File: src/rtl/shift_deserializer_pkg.sv
`default_nettype none
// ============================================================================
//  Module      : shift_deserializer_pkg
//  Description : Shared constants and helpers for the serial-to-parallel
//                deserializer and its holding register.
//                - Packing-order constants (PACK_MSB_FIRST / PACK_LSB_FIRST)
//                - Capture-mode constants (MODE_STREAM / MODE_ONE_SHOT)
//                - clog2() for sizing the bit counter
//  Revision    : 1.0  initial release
// ============================================================================
package shift_deserializer_pkg;

    localparam int PACK_MSB_FIRST = 0;  // first bit lands in payload[WIDTH-1]
    localparam int PACK_LSB_FIRST = 1;  // first bit lands in payload[0]

    localparam int MODE_STREAM    = 0;  // continuous word stream
    localparam int MODE_ONE_SHOT  = 1;  // one word, then stall until cleared

    // Smallest r such that 2**r >= value (value >= 2 in this codebase).
    function automatic int clog2(input int value);
        int result;
        result = 0;
        for (int i = 0; i < 31; i++) begin
            if ((64'(1) << i) < 64'(value)) begin
                result = i + 1;
            end
        end
        return result;
    endfunction

endpackage : shift_deserializer_pkg
`default_nettype wire

File: src/rtl/shift_deserializer_stream_hold_reg.sv
`default_nettype none
// ============================================================================
//  Module      : stream_hold_reg
//  Description : WIDTH-wide valid/ready holding register. A load captures a
//                word and raises valid; a pop (sink ready) drops valid unless
//                a load arrives in the same cycle, in which case the new word
//                replaces the old one with no bubble. Clear wins over both.
//  Ports       : clk        - clock, rising edge
//                rst        - asynchronous active-high reset
//                i_clear    - synchronous clear of valid and data
//                i_load     - capture i_loadData this cycle
//                i_loadData - word to capture
//                i_pop      - sink ready; consumes the held word if valid
//                o_valid    - a word is held
//                o_data     - held word
//  Revision    : 1.0  initial release
// ============================================================================
module stream_hold_reg #(
    parameter int WIDTH = 17
) (
    input  logic             clk,
    input  logic             rst,
    input  logic             i_clear,
    input  logic             i_load,
    input  logic [WIDTH-1:0] i_loadData,
    input  logic             i_pop,
    output logic             o_valid,
    output logic [WIDTH-1:0] o_data
);

    logic             r_valid;
    logic [WIDTH-1:0] r_data;

    always_ff @(posedge clk or posedge rst) begin
        if (rst) begin
            r_valid <= 1'b0;
            r_data  <= '0;
        end else if (i_clear) begin
            r_valid <= 1'b0;
            r_data  <= '0;
        end else if (i_load) begin
            // Load covers the simultaneous pop+load case: valid stays high.
            r_valid <= 1'b1;
            r_data  <= i_loadData;
        end else if (i_pop) begin
            r_valid <= 1'b0;
        end
    end

    assign o_valid = r_valid;
    assign o_data  = r_data;

endmodule : stream_hold_reg
`default_nettype wire

File: src/rtl/shift_deserializer.sv
`default_nettype none
// ============================================================================
//  Module      : shift_deserializer
//  Description : Serial-to-parallel stream deserializer. Single-bit
//                valid/ready beats are packed into WIDTH-bit words in a shift
//                stage; each finished word moves to an output holding
//                register so the shift stage keeps accepting bits while the
//                sink is stalled. MSB- or LSB-first packing; one-shot or
//                continuous capture.
//  Ports       : Core_clk           - clock, rising edge
//                Core_reset         - asynchronous active-high reset
//                io_dataIn_valid    - serial bit valid
//                io_dataIn_ready    - bit accepted this cycle
//                io_dataIn_payload  - serial bit
//                io_dataOut_valid   - assembled word available
//                io_dataOut_ready   - sink accepts word
//                io_dataOut_payload - assembled word
//                io_resetBuffer     - synchronous clear of all datapath state
//                io_bitCount        - bits held in the shift stage
//  Revision    : 1.0  initial release
// ============================================================================
module shift_deserializer
    import shift_deserializer_pkg::*;
#(
    parameter int WIDTH     = 17,
    parameter int LSB_FIRST = PACK_MSB_FIRST,
    parameter int ONE_SHOT  = MODE_ONE_SHOT
) (
    input  logic                      Core_clk,
    input  logic                      Core_reset,
    input  logic                      io_dataIn_valid,
    output logic                      io_dataIn_ready,
    input  logic                      io_dataIn_payload,
    output logic                      io_dataOut_valid,
    input  logic                      io_dataOut_ready,
    output logic [WIDTH-1:0]          io_dataOut_payload,
    input  logic                      io_resetBuffer,
    output logic [clog2(WIDTH)-1:0]   io_bitCount
);

    localparam int              c_CW   = clog2(WIDTH);
    localparam logic [c_CW-1:0] c_LAST = c_CW'(WIDTH - 1);

    logic [WIDTH-1:0] r_shiftReg;
    logic [c_CW-1:0]  r_bitCnt;
    logic [WIDTH-1:0] w_packed;
    logic             w_done;
    logic             w_outValid;
    logic             w_lastBit;
    logic             w_inReady;
    logic             w_inFire;
    logic             w_load;

    assign w_lastBit = (r_bitCnt == c_LAST);

    // Only the word-completing bit needs room in the holding register; a
    // pop in the same cycle frees that room, hence the combinational path
    // from io_dataOut_ready.
    assign w_inReady = !w_done && (!w_lastBit || !w_outValid || io_dataOut_ready);
    assign w_inFire  = io_dataIn_valid && w_inReady;
    assign w_load    = w_inFire && w_lastBit;

    // Shifted value including the incoming bit; this is also the finished
    // word when the current bit completes it.
    generate
        if (LSB_FIRST == PACK_LSB_FIRST) begin : g_packLsb
            assign w_packed = WIDTH'({io_dataIn_payload, r_shiftReg} >> 1);
        end else begin : g_packMsb
            assign w_packed = WIDTH'({r_shiftReg, io_dataIn_payload});
        end
    endgenerate

    always_ff @(posedge Core_clk or posedge Core_reset) begin
        if (Core_reset) begin
            r_shiftReg <= '0;
            r_bitCnt   <= '0;
        end else if (io_resetBuffer) begin
            r_shiftReg <= '0;
            r_bitCnt   <= '0;
        end else if (w_inFire) begin
            r_shiftReg <= w_packed;
            r_bitCnt   <= w_lastBit ? '0 : r_bitCnt + c_CW'(1);
        end
    end

    generate
        if (ONE_SHOT == MODE_ONE_SHOT) begin : g_oneShot
            logic r_done;
            always_ff @(posedge Core_clk or posedge Core_reset) begin
                if (Core_reset) begin
                    r_done <= 1'b0;
                end else if (io_resetBuffer) begin
                    r_done <= 1'b0;
                end else if (w_load) begin
                    r_done <= 1'b1;
                end
            end
            assign w_done = r_done;
        end else begin : g_stream
            assign w_done = 1'b0;
        end
    endgenerate

    stream_hold_reg #(
        .WIDTH (WIDTH)
    ) u_holdReg (
        .clk        (Core_clk),
        .rst        (Core_reset),
        .i_clear    (io_resetBuffer),
        .i_load     (w_load),
        .i_loadData (w_packed),
        .i_pop      (io_dataOut_ready),
        .o_valid    (w_outValid),
        .o_data     (io_dataOut_payload)
    );

    assign io_dataIn_ready  = w_inReady;
    assign io_dataOut_valid = w_outValid;
    assign io_bitCount      = r_bitCnt;

endmodule : shift_deserializer
`default_nettype wire

File: config.mk
export PLATFORM = sky130hd
export DESIGN_NAME = shift_deserializer
export DESIGN_NICKNAME = d
export VERILOG_FILES = /design/src/rtl/shift_deserializer_pkg.sv /design/src/rtl/shift_deserializer_stream_hold_reg.sv /design/src/rtl/shift_deserializer.sv
export SDC_FILE = /design/constraint.sdc
export NUM_CORES = 1
export LEC_CHECK = 0
export CORE_AREA = 2 2 98 100
export DETAILED_ROUTE_END_ITERATION = 7
export DIE_AREA = 0 0 100 102
export PLACE_DENSITY_LB_ADDON = 0.2
export SLEW_MARGIN = 20
export SYNTH_ARGS = -nofsm -noshare
export SYNTH_HDL_FRONTEND = slang
export SYNTH_SLANG_ARGS = --single-unit
File: constraint.sdc
create_clock -name Core_clk -period 1.76 [get_ports Core_clk]
set_input_delay 0.528 -clock Core_clk [delete_from_list [all_inputs] [get_ports Core_clk]]
set_output_delay 0.528 -clock Core_clk [all_outputs]
set_load 0.05 [all_outputs]
==> impl_metrics.json <==
{
  "outcome": "finished, violations left",
  "violations": "negative setup slack",
  "critical_path.max_stage_delay_ps": 370,
  "cts-hold-fix-buffers": 0,
  "nNetsFinal": 278,
  "syn2layout_area_growth_pct": 47.55,
  "boundaryPins": 30,
  "grt_antenna_before_repair": 0,
  "synth.ff_latch_count": 40,
  "vias": 1892,
  "wl_per_cell_um": 14.76,
  "setup_crit_end_kind": "primary output",
  "cp_slowest_cell": "sky130_fd_sc_hd__dfrtp_2",
  "criticalPathCategory": "flip-flop to primary output",
  "timing.critical_path.cells": "inv_2 > ha_4 > and4bb_2 > a21oi_4 > buf_6",
  "required_time_at_the_endpoint_of_the_critical_path_ps": 1230,
  "globalRouteTotalUtil_pct": 11.92,
  "synth.area.top_cells": "sky130_fd_sc_hd__dfrtp_1, sky130_fd_sc_hd__a2bb2oi_1, sky130_fd_sc_hd__nand2_1",
  "period_minus_slack_ps": 1940,
  "ys_warn_count": 0,
  "final_setup_slack_of_the_worst_path_ps": -180.1,
  "finalHoldViolCount": 0,
  "grt_pass1_wl_mm": 9.784,
  "start_kind": "flip-flop",
  "clock_latency_reported_for_the_late_side_of_the_worst_skew_pair_ps": 290,
  "chipWidth_um": 100,
  "globalRouteOverflowTotal": 0,
  "syn-instance-count": 219,
  "static-leakage-power_nw": 1.400,
  "grt_max_degree": 42,
  "cts.htree.levels": 2,
  "tightestPinTransition_ps": 393.1,
  "cts_tree": "built",
  "place.detailed.hpwl_mm": 3.861,
  "yosysUniqueCellTypes": 34,
  "part_of_the_cycle_the_worst_path_needs_pct": 110.2,
  "gp_routability_congestion": 0.7451,
  "cts.path.max_buffers": 2,
  "drt-vias-per-instance": 4.953,
  "synth-edff-count": 0,
  "cap_viol_max_count": 0,
  "slew_viol_final": 0,
  "drt.antenna.violating_nets": 0,
  "synth-seq-area-share_pct": 45.07,
  "clock_tree.root_cell": "sky130_fd_sc_hd__clkbuf_8",
  "layout_common_cells": "sky130_fd_sc_hd__dfrtp_1, sky130_fd_sc_hd__buf_4, sky130_fd_sc_hd__nand2_1",
  "layout.cells.most_common": "sky130_fd_sc_hd__dfrtp_1",
  "grt_pass1_vias": 1941,
  "synth_xor_area_share_pct": 0,
  "floorplan.initialDensity_pct": 24.38,
  "synth_adder_area_share_pct": 1.127,
  "cellPowerDensity_nw_per_um2": 558.4,
  "layout-drive-gt1-share_pct": 34.69,
  "core.rowCount": 35,
  "placement.setup.worst_slack_ps": -369.1,
  "synth_top_family_by_area": "simple AND/OR/NAND/NOR gates",
  "detailedRoute.firstIterationViolations": 79,
  "compound_cell_area_share_of_the_yosys_netlist_pct": 17.41,
  "setup_repair_after_global_routing_missed_its_margin": "yes",
  "max_freq_ghz": 0.5154,
  "detail_route.first_pass.iterations": 4,
  "remaining_drc_errors": 0,
  "placeableCoreArea_um2": 9109,
  "inserted_clock_buffers": 5,
  "max-vdd-ir-drop_mv": 0.2729,
  "finalClockSkew_ps": 8.190,
  "synth_simple_gate_area_share_pct": 25.80,
  "crit_fanout": 2,
  "setup_violations": 1,
  "postSynthNetCount": 227,
  "hold_class": "flip-flop to flip-flop",
  "yosys.area.top_type_share_pct": 45.07,
  "synth_top_cell_by_area": "sky130_fd_sc_hd__dfrtp_1",
  "slew_headroom_pct": 73.44,
  "wl_mm": 5.639,
  "die-area_um2": 10200,
  "ys.flop_type": "sky130_fd_sc_hd__dfrtp_1",
  "mappedNetlistArea_um2": 2221,
  "synthesis.area_per_instance_um2": 10.14,
  "io_buffers": 29,
  "postSynth.asyncResetShare_pct": 100.0,
  "synth_mux_area_share_pct": 4.958,
  "worst_ep_arrival_time_ps": 1410,
  "totalPowerFinal_mw": 1.830,
  "worst_setup_hold_path_clk_slew_ps": 80,
  "antenna_cells_inserted": 0,
  "fp.dieH_um": 102,
  "numClockSinks": 40
}
==> per-stage QoR <==
stage	setup TNS, ps	utilization, %	instance area, um2	hold slack (ps)	std cells
3_3_place_gp	-6867	34.34	3128	558.7	373
5_1_grt	-241.1	35.98	3277	609.9	382
4_1_cts	-206.4	35.66	3248	587.5	382
6_report	-180.1	35.98	3277	577.4	382
2_1_floorplan	-199.5	-	2237	539.1	219
3_5_place_dp	-7190	34.34	3128	568.3	373
==> power breakdown <==
| group | total (mW) | switching [mW] | leakage [nW] | internal (mW) |
|---|---|---|---|---|
| Sequential | 0.948 | 0.0104 | 0.552 | 0.937 |
| Combinational | 0.234 | 0.118 | 0.797 | 0.115 |
| Clock | 0.649 | 0.335 | 0.0510 | 0.314 |
| Total | 1.83 | 0.464 | 1.40 | 1.37 |
==> layout make-up <==
type                    instances  area (um2)
well taps                     111       138.9
flip-flops and latches         40        1003
inverters                       5       18.77
repair buffers                 67       870.8
clock inverters                 2       10.01
multi-input cells             151        1152
fillers                       928        5832
clock buffers                   6       82.58
==> cell usage after synthesis, types with 3 or more instances <==
| master | instances |
|---|---|
| sky130_fd_sc_hd__dfrtp_1 | 40 |
| sky130_fd_sc_hd__nand2_1 | 30 |
| sky130_fd_sc_hd__nand2b_1 | 18 |
| sky130_fd_sc_hd__a2bb2oi_1 | 16 |
| sky130_fd_sc_hd__clkbuf_1 | 14 |
| sky130_fd_sc_hd__mux2i_1 | 11 |
| sky130_fd_sc_hd__nor4bb_1 | 11 |
| sky130_fd_sc_hd__o311ai_0 | 10 |
| sky130_fd_sc_hd__buf_2 | 6 |
| sky130_fd_sc_hd__nand3_1 | 6 |
| sky130_fd_sc_hd__o311ai_1 | 6 |
| sky130_fd_sc_hd__a21oi_1 | 5 |
| sky130_fd_sc_hd__a31o_2 | 5 |
| sky130_fd_sc_hd__and4bb_2 | 5 |
| sky130_fd_sc_hd__nor4_1 | 5 |
| sky130_fd_sc_hd__inv_1 | 4 |
| sky130_fd_sc_hd__nand4_1 | 3 |
| sky130_fd_sc_hd__nor2b_1 | 3 |
==> kinds of logic after synthesis <==
group	count (synthesis)
muxes	11
buffers and inverters	28
adders and majority gates	2
AOI/OAI and AO/OA	48
DFF	40
and+or+nand+nor	90
==> sequential cells by signal (all words and copies together), names as in the netlist <==
register	cells
u_holdReg.o_data	17
io_bitCount	5
r_shiftReg	16
u_holdReg.o_valid	1
g_oneShot.r_done	1
==> layer usage <==
metal	wire length, um	track usage [%]	part of all wire (%)	vias up
met3	169	2.189	3.0	6
met1	2759	16.68	49	934
met4	59	2.950	1.0	0
met2	2651	19.18	47	31
li1	-	-	-	921
met5	0	0	0	-
==> path summary, 6_finish.rpt <==
check / from / endpoint / slack [ps] / cells after the start
min: u_holdReg.o_data[5] / u_holdReg.o_data[5] / 580 / 2
max in group asynchronous: Core_reset / r_shiftReg[4] / 950 / 3
max: io_bitCount[0] / io_dataIn_ready / -180 / 5
min in group asynchronous: Core_reset / io_bitCount[3] / 590 / 3
min reg2reg: u_holdReg.o_data[5] / u_holdReg.o_data[5] / 580 / 2
max reg2reg: io_bitCount[0] / u_holdReg.o_data[11] / 90 / 7
==> what timing repair did <==
| action | in CTS | in global routing |
|---|---|---|
| pin swaps | 2 | 0 |
| setup buffers | 1 | 0 |
| endpoints found under the setup margin | 1 | 13 |
| gates resized for setup | 6 | 6 |
| hold endpoints to repair | 0 | 0 |
==> worst max-delay path: cells and delay by family, from the launching register on <==
| kind | cells | cell delay (ps) |
|---|---|---|
| fa+ha+maj | 1 | 150 |
| flops | 1 | 370 |
| buf+inv | 2 | 220 |
| compound gates | 1 | 140 |
| simple gates | 1 | 250 |
Power figures use the tool's default switching activity.
